**config.mk**
```make
export PLATFORM = sky130hd
export DESIGN_NAME = medidor_periodo_onda
export DESIGN_NICKNAME = d
export VERILOG_FILES = /design/src/rtl/medidor_periodo_onda.sv
export SDC_FILE = /design/constraint.sdc
export NUM_CORES = 1
export LEC_CHECK = 0
export ABC_CLOCK_PERIOD_IN_PS = 1650
export CORE_AREA = 2 2 111 70
export CTS_CLUSTER_DIAMETER = 80
export CTS_CLUSTER_SIZE = 8
export DETAILED_ROUTE_END_ITERATION = 6
export DIE_AREA = 0 0 113 72
export HOLD_SLACK_MARGIN = 0.02
export PLACE_DENSITY = 0.77
export SYNTH_ARGS = -nofsm -noshare
export SYNTH_HDL_FRONTEND = slang
export SYNTH_SLANG_ARGS = --single-unit
export TNS_END_PERCENT = 5
```
**constraint.sdc**
```tcl
create_clock -name reloj_placa -period 1.65 [get_ports reloj_placa]
set_input_delay 0.33 -clock reloj_placa [delete_from_list [all_inputs] [get_ports reloj_placa]]
set_output_delay 0.33 -clock reloj_placa [all_outputs]
set_load 0.03 [all_outputs]
```
**src/rtl/medidor_periodo_onda.sv**
```systemverilog
// Purpose: measures period and high time of an external square wave in prescaled ticks.
// Latency: results appear ETAPAS_SYNC+2 cycles after the closing input rising edge.
// Backpressure: none; dato_valido is a one-cycle strobe that the reader cannot stall.
//
// Ports:
//   reloj_placa   board clock, all logic on its rising edge
//   reset         synchronous active-high reset
//   onda_cuad     asynchronous square-wave input
//   habilitar     measurement enable; low parks the meter in ESPERA
//   valor_periodo last completed period, ticks (saturates at 2^ANCHO-1)
//   valor_alto    high time of that same period, ticks
//   dato_valido   one-cycle strobe: measurement outputs updated this cycle
//   desborde      last period (or its high time) saturated
//   sin_senal     no rising edge seen for TIMEOUT_TICKS ticks
module medidor_periodo_onda #(
    parameter int CICLOS_POR_TICK = 50,
    parameter int ANCHO           = 12,
    parameter int ETAPAS_SYNC     = 2,
    parameter int TIMEOUT_TICKS   = 8192
) (
    input  logic             reloj_placa,
    input  logic             reset,
    input  logic             onda_cuad,
    input  logic             habilitar,
    output logic [ANCHO-1:0] valor_periodo,
    output logic [ANCHO-1:0] valor_alto,
    output logic             dato_valido,
    output logic             desborde,
    output logic             sin_senal
);

    localparam int ANCHO_PRES = $clog2(CICLOS_POR_TICK);
    localparam int ANCHO_SIL  = $clog2(TIMEOUT_TICKS + 1);

    localparam logic [ANCHO-1:0]      MAX       = '1;
    localparam logic [ANCHO-1:0]      UNO_CNT   = ANCHO'(1);
    localparam logic [ANCHO_PRES-1:0] PRES_ULT  = ANCHO_PRES'(CICLOS_POR_TICK - 1);
    localparam logic [ANCHO_PRES-1:0] PRES_UNO  = ANCHO_PRES'(1);
    localparam logic [ANCHO_SIL-1:0]  SIL_LIM   = ANCHO_SIL'(TIMEOUT_TICKS);
    localparam logic [ANCHO_SIL-1:0]  SIL_PEN   = ANCHO_SIL'(TIMEOUT_TICKS - 1);
    localparam logic [ANCHO_SIL-1:0]  UNO_SIL   = ANCHO_SIL'(1);

    typedef enum logic {
        ESPERA,
        MIDIENDO
    } estado_t;

    estado_t                estado;
    logic [ETAPAS_SYNC-1:0] sync_reg;
    logic                   onda_prev;
    logic [ANCHO_PRES-1:0]  cnt_pres;
    logic [ANCHO-1:0]       cnt_periodo;
    logic [ANCHO-1:0]       cnt_alto;
    logic                   saturado;
    logic [ANCHO_SIL-1:0]   cnt_sil;

    logic onda_sinc;
    logic subida;
    logic bajada;
    logic tick;
    logic fin_silencio;

    assign onda_sinc = sync_reg[ETAPAS_SYNC-1];
    assign subida    = onda_sinc & ~onda_prev;
    assign bajada    = ~onda_sinc & onda_prev;
    // An edge restarts the time base, so a tick landing on the edge cycle is dropped.
    assign tick         = (cnt_pres == PRES_ULT) && !subida;
    assign fin_silencio = tick && (cnt_sil == SIL_PEN);

    always_ff @(posedge reloj_placa) begin
        if (reset) begin
            estado        <= ESPERA;
            sync_reg      <= '0;
            onda_prev     <= 1'b0;
            cnt_pres      <= '0;
            cnt_periodo   <= '0;
            cnt_alto      <= '0;
            saturado      <= 1'b0;
            cnt_sil       <= '0;
            valor_periodo <= '0;
            valor_alto    <= '0;
            dato_valido   <= 1'b0;
            desborde      <= 1'b0;
            sin_senal     <= 1'b0;
        end else begin
            // The synchroniser keeps running while disabled so that re-enabling
            // never sees a stale level as a fresh edge.
            sync_reg    <= {sync_reg[ETAPAS_SYNC-2:0], onda_cuad};
            onda_prev   <= onda_sinc;
            dato_valido <= 1'b0;

            if (!habilitar) begin
                estado      <= ESPERA;
                cnt_pres    <= '0;
                cnt_periodo <= '0;
                cnt_alto    <= '0;
                saturado    <= 1'b0;
                cnt_sil     <= '0;
            end else begin
                // Prescaler: edge cycle is cycle 0, so the next cycle holds 1 and
                // the tick lands on cycle CICLOS_POR_TICK-1 after the edge.
                if (subida) begin
                    cnt_pres <= PRES_UNO;
                end else if (tick) begin
                    cnt_pres <= '0;
                end else begin
                    cnt_pres <= cnt_pres + PRES_UNO;
                end

                // Silence counter runs in both states and parks at its limit.
                if (subida) begin
                    cnt_sil   <= '0;
                    sin_senal <= 1'b0;
                end else if (tick && (cnt_sil != SIL_LIM)) begin
                    cnt_sil <= cnt_sil + UNO_SIL;
                    if (fin_silencio) begin
                        sin_senal <= 1'b1;
                    end
                end

                case (estado)
                    ESPERA: begin
                        cnt_periodo <= '0;
                        cnt_alto    <= '0;
                        saturado    <= 1'b0;
                        if (subida) begin
                            estado <= MIDIENDO;
                        end
                    end
                    MIDIENDO: begin
                        if (subida) begin
                            valor_periodo <= cnt_periodo;
                            valor_alto    <= cnt_alto;
                            desborde      <= saturado;
                            dato_valido   <= 1'b1;
                            cnt_periodo   <= '0;
                            cnt_alto      <= '0;
                            saturado      <= 1'b0;
                        end else if (fin_silencio) begin
                            estado      <= ESPERA;
                            cnt_periodo <= '0;
                            cnt_alto    <= '0;
                            saturado    <= 1'b0;
                        end else begin
                            if (tick) begin
                                // Flag only when a tick is lost, i.e. the true count exceeds MAX.
                                if (cnt_periodo == MAX) begin
                                    saturado <= 1'b1;
                                end else begin
                                    cnt_periodo <= cnt_periodo + UNO_CNT;
                                end
                            end
                            // Captures ticks strictly before the falling edge; it is
                            // already saturated because cnt_periodo is.
                            if (bajada) begin
                                cnt_alto <= cnt_periodo;
                            end
                        end
                    end
                    default: estado <= ESPERA;
                endcase
            end
        end
    end

endmodule

```
Word-level counts from Yosys, hierarchy flattened

Index checks and enable logic that the tools add are counted.

Register bits after elaboration: 76
Bits of input ports: 4
Output and inout bits: 27
Word-level logic and storage cells: 68

Add/sub/neg operators: 3
Eq/ne operators: 8
Mux-type cells: 23
Bitwise gates (word level): 6
Reductions and logical operators: 14

Operator list:

| kind                    | count |
|---|---|
| $mux W12                | 7 |
| $pmux W12 S2            | 2 |
| $add A14 B1 Y14 const B | 1 |
| $eq A14 B13 Y1 const B  | 1 |
| $ne A14 B14 Y1 const B  | 1 |
| $add A12 B1 Y12 const B | 1 |
| $eq A12 B12 Y1 const B  | 1 |
| $mux W1                 | 12 |
| $ne A4 B1 Y1 const B    | 3 |
| $add A6 B1 Y6 const B   | 1 |
| $eq A6 B6 Y1 const B    | 1 |
| $reduce_and A3 Y1       | 2 |
| $reduce_or A3 Y1        | 2 |
| $ne A4 B4 Y1 const B    | 1 |
| $not A1 Y1              | 4 |
| $pmux W1 S2             | 2 |
| $reduce_and A2 Y1       | 2 |
| $reduce_bool A2 Y1      | 2 |
| $reduce_or A4 Y1        | 1 |
| $logic_and A1 B1 Y1     | 3 |
| $and A1 B1 Y1           | 2 |
| $reduce_or A2 Y1        | 1 |
| $logic_not A1 Y1        | 1 |

Longest topological paths before layout

Depth in word-level cells: 8
Depth in mapped cells: 8
Gate-level depth less buffers: 7

Worst setup path after synthesis

No wires, ideal clock.

Kind: flip-flop to flip-flop
Start: register cnt_periodo[0]
End: register cnt_periodo[4]
Library setup time: 0.132 ns
Data arrival time: 1.626 ns
Required time: 1.518 ns
Path slack: -0.108 ns
Cell stages (with the launch flop): 8
Period minus slack after synthesis: 1.758 ns
Cells stage by stage: dfxtp_1 -> ha_1 -> nand3_1 -> or4_4 -> buf_6 -> o31a_1 -> nand3b_1 -> a21oi_1

Cells in the longest elaborated chain, start to end: 6
Elaborated cells on any way between the ends: 9
Classes of those cells: add/sub: 1; eq/ne: 2; mux: 5; reduce/logical: 1

Ends and longest elaborated chain:

| element                | line | text |
|---|---|---|
| from (decl)            | 52   | `logic [ANCHO-1:0] cnt_periodo;` |
| from (signal assigned) | 150  | `cnt_periodo <= cnt_periodo + UNO_CNT;` |
| $add A12 B1 Y12        | 150  |  |
| $mux W12               | 147  | `if (cnt_periodo == MAX) begin` |
| $mux W12               | 145  | `if (tick) begin` |
| $mux W12               | 139  | `end else if (fin_silencio) begin` |
| $mux W12               | 131  | `if (subida) begin` |
| $pmux W12 S2           | 121  | `case (estado)` |

Parallel ways exist; a longest one is shown, timed or not. The select of a mux whose other input is x is not followed.
A chain may end at the register's enable or synchronous reset.

Final worst setup path

Start: register cnt_pres[1]
End: register cnt_sil[10]

Cells in the longest elaborated chain, start to end: 3

Ends and longest elaborated chain:

| element                | line | text |
|---|---|---|
| from (decl)            | 51   | `logic [ANCHO_PRES-1:0] cnt_pres;` |
| from (signal assigned) | 107  | `cnt_pres <= cnt_pres + PRES_UNO;` |
| $eq A6 B6 Y1           | 67   | `assign tick = (cnt_pres == PRES_ULT) && !subida;` |
| $logic_and A1 B1 Y1    | 67   |  |
| $logic_and A1 B1 Y1    | 114  | `end else if (tick && (cnt_sil != SIL_LIM)) begin` |
| to (signal assigned)   | 115  | `cnt_sil <= cnt_sil + UNO_SIL;` |
| to (decl)              | 55   | `logic [ANCHO_SIL-1:0] cnt_sil;` |

Every way passes these cells.

==> impl_results.md <==
* Commonest cells in the netlist: 93 x nand2_1, 76 x dfxtp_1, 45 x a21oi_1
* Drt wl/cell at 14.4 um
* Remaining DRCs at 5
* Worst path cell trace: inv_1, ha_2, nand4b_4, buf_4, nor3_4, buf_2, nand4_1, xor2_1, nor2_1
* Met3 wire len at 614 um
* Final Cell Area at 0.00416 mm2
* Worst EP arrival at approximately 1900 ps
* GRT Residual Overflow at 0
* Worst Path Buf+Inv at 3
* Setup tns final at -28.0 ps
* FP Rows at 24
* I/O Buffers at 30
* # IOs at 31
* Post-Synthesis Cells at 378
* Crit path kind: reg2reg
* Power Dens Cells at 924 mW/mm2
* Final hold viol count at 0
* Total wire length at ~7.7 mm
* Top post-synthesis cells by area: dfxtp_1 49%, nand2_1 11%, a21oi_1 7.3%
* RePlAce Congestion at 0.936
* Outcome: finished, violations left
* CTS Hold Bufs at 0
* Synth Cell Area at ~0.0031 mm2
* Failing checks: DRC, setup timing
* RSZ-0062 raised after global routing: true
* CP max stage cell: dfxtp_1
* Initial antenna violation count at 0
* Min setup slack post-route at -18.3 ps
* Post-synthesis mux area share at 0%
* CTS Buf Count at 9
* CP max stage delay at 320 ps
* TritonRoute pass-1 iters at 6
* Peak VDD IR at 431 uV
* Met2 wire len at 3.34 mm
* Initial Util at 43.8%
* Post-Synth Adder-Cell Area at 2.02%
* Post-synth top flop: dfxtp_1
* Average size of a mapped cell at 8.21 um2
* Relative slew slack at ~69%
* Layout cells sized above 1 at 18.5%
* Met1 wire length at 3.60 mm
* Clock latency on the worst-skew pair at approximately 330 ps
* Nets at 448
* Element type at the critical path start: flop
* Vias at 2,793
* Synthesized flop and latch total at 76
* TritonCTS clock tree: built
* Global-route wire length before repair at between 10 and 15 mm
* Post-synthesis async set-or-reset flop share at 0%
* Tmin final at 1670 ps
* Pin count of the biggest net entering global routing at 32
* Routed Antenna Nets at 0
* DR iter-0 viols at approximately 360
* Die width at between 100 and 150 um
* GRT Total Usage at 19.7%
* Total core area at approximately 0.0071 mm2
* Post-synth top area share at 49.1%
* WHS at 435 ps
* Worst Tran Pin Value at roughly 460 ps
* Fmax at between 500 and 600 MHz
* Post-synthesis sequential area ratio at 49.1%
* XOR/XNOR share of the synthesized area at 6.21%
* Fin crit share at 101%
* Hold crit path type: reg2reg
* Die Area at 0.00814 mm2
* Leakage at 1.66 nW
* Vias in the first global route at 2,592
* Yosys top cell by area: dfxtp_1
* Simple-gate share of the synthesized area at between 30% and 40%
* Max Cap Viol at 0
* Fill cell count at 602
* Synth warnings at 0
* CP top delay family: simple AND/OR/NAND/NOR gates
* Htree depth at 3
* Count of different cell masters after synthesis at 37
* Endpoints failing setup at 2
* Crit-path max FO at 4
* Highest metal used: met4
* Max FFs per register at 14
* Most common cell in the synthesized netlist: nand2_1
* Total Power at 3.84 mW
* Most flops, register: cnt_sil
* Clock-pin slew on the worst setup and hold paths at 50 ps
* Compound-Gate Fraction of Synth Area at about a tenth
* Pre-CTS setup slack at -32.2 ps
* Largest family of logic cells by synthesized area: simple AND/OR/NAND/NOR gates
* Clock skew at a little over 5 ps
* EDFF count, synth at 0
* Syn Nets at 387
* Post-DP HPWL at 5.23 mm
* CTS Buffer Depth at 2
* Slew Viols, Final at 0
* Cell Area, Placed at 0.00379 mm2
* Chip height at 72 um
* Via density per instance at 5.23
* CTS root buf: clkbuf_16
* Area Growth Syn to Fin at 34.2%
* Critical Path RT at 1870 ps
* Ant diodes at 0
* TritonCTS sink count at 76
* CP Capture Type: flop
-- power breakdown --
part / switching [mW] / internal (mW) / leakage [nW]
sequential: 0.00495 / 1.84 / 0.617
clock: 0.721 / 1.19 / 0.144
combinational: 0.0499 / 0.0335 / 0.896
-- worst register-to-register path, stage by stage (launching register included) --
cell and delay [ps]:
dfxtp_1 320, inv_1 60, ha_2 180, nand4b_4 120, buf_4 180, nor3_4 160
buf_2 190, nand4_1 130, xor2_1 170, nor2_1 50
-- layout by cell type (no fill, tap or decap), drive strengths merged, types with 3 or more instances in the layout --
master and instances:
nand2 93, dfxtp 76, a21oi 45, buf 38
nor2 37, dlygate4sd2 26, nand3 16, xor2 12
nand4 11, xnor2 10, clkbuf 10, nor2b 7
inv 6, and3 5, nor3 5, nor4 5
ha 5, and4 4, nand2b 3, clkinv 3
clkdlybuf4s50 3
-- stage by stage --
stage	utilization, %	instances
floorplan	-	378
global placement	53.5	517
detailed placement	53.5	517
CTS	57.3	532
global route	58.7	534
finish	58.7	534
-- final cells by class --
class                   count  area [um2]  share of cell area [%]
clock buffers              10         239                    5.74
clock inverters             5        52.6                    1.26
inverters                   6        22.5                   0.541
multi-input cells         278        1590                    38.2
flip-flops and latches     76        1530                    36.8
well taps                  91         114                    2.74
repair buffers             68         611                    14.7
-- per-layer routing --
layer  track usage [%]  vias up
li1                  -     1391
met1              26.8     1288
met2              30.3      103
met5                 0        -
met4              6.64        0
met3              5.93       11
-- worst paths after layout --
| kind | start | end | slack [ps] | depth (start not counted) |
|---|---|---|---|---|
| setup reg to reg | cnt_pres[1] | cnt_sil[10] | -20 | 9 |
| setup / recovery | cnt_pres[1] | cnt_sil[10] | -20 | 9 |
| hold reg to reg | sync_reg[0] | sync_reg[1] | 430 | 1 |
| hold / removal | sync_reg[0] | sync_reg[1] | 430 | 1 |
-- kinds of logic after synthesis --
family,Yosys count
xor+xnor,22
compound gates,54
fa+ha+maj,5
flops,76
simple gates,197
buf+inv,24
-- repair_timing --
item | in CTS | in global routing
buffers inserted | 0 | 1
endpoints found under the setup margin | 34 | 37
pin swaps | 2 | 7
gates cloned | 0 | 1
gates resized for setup | 29 | 23
No activity file was read; power rests on OpenSTA's default activity.
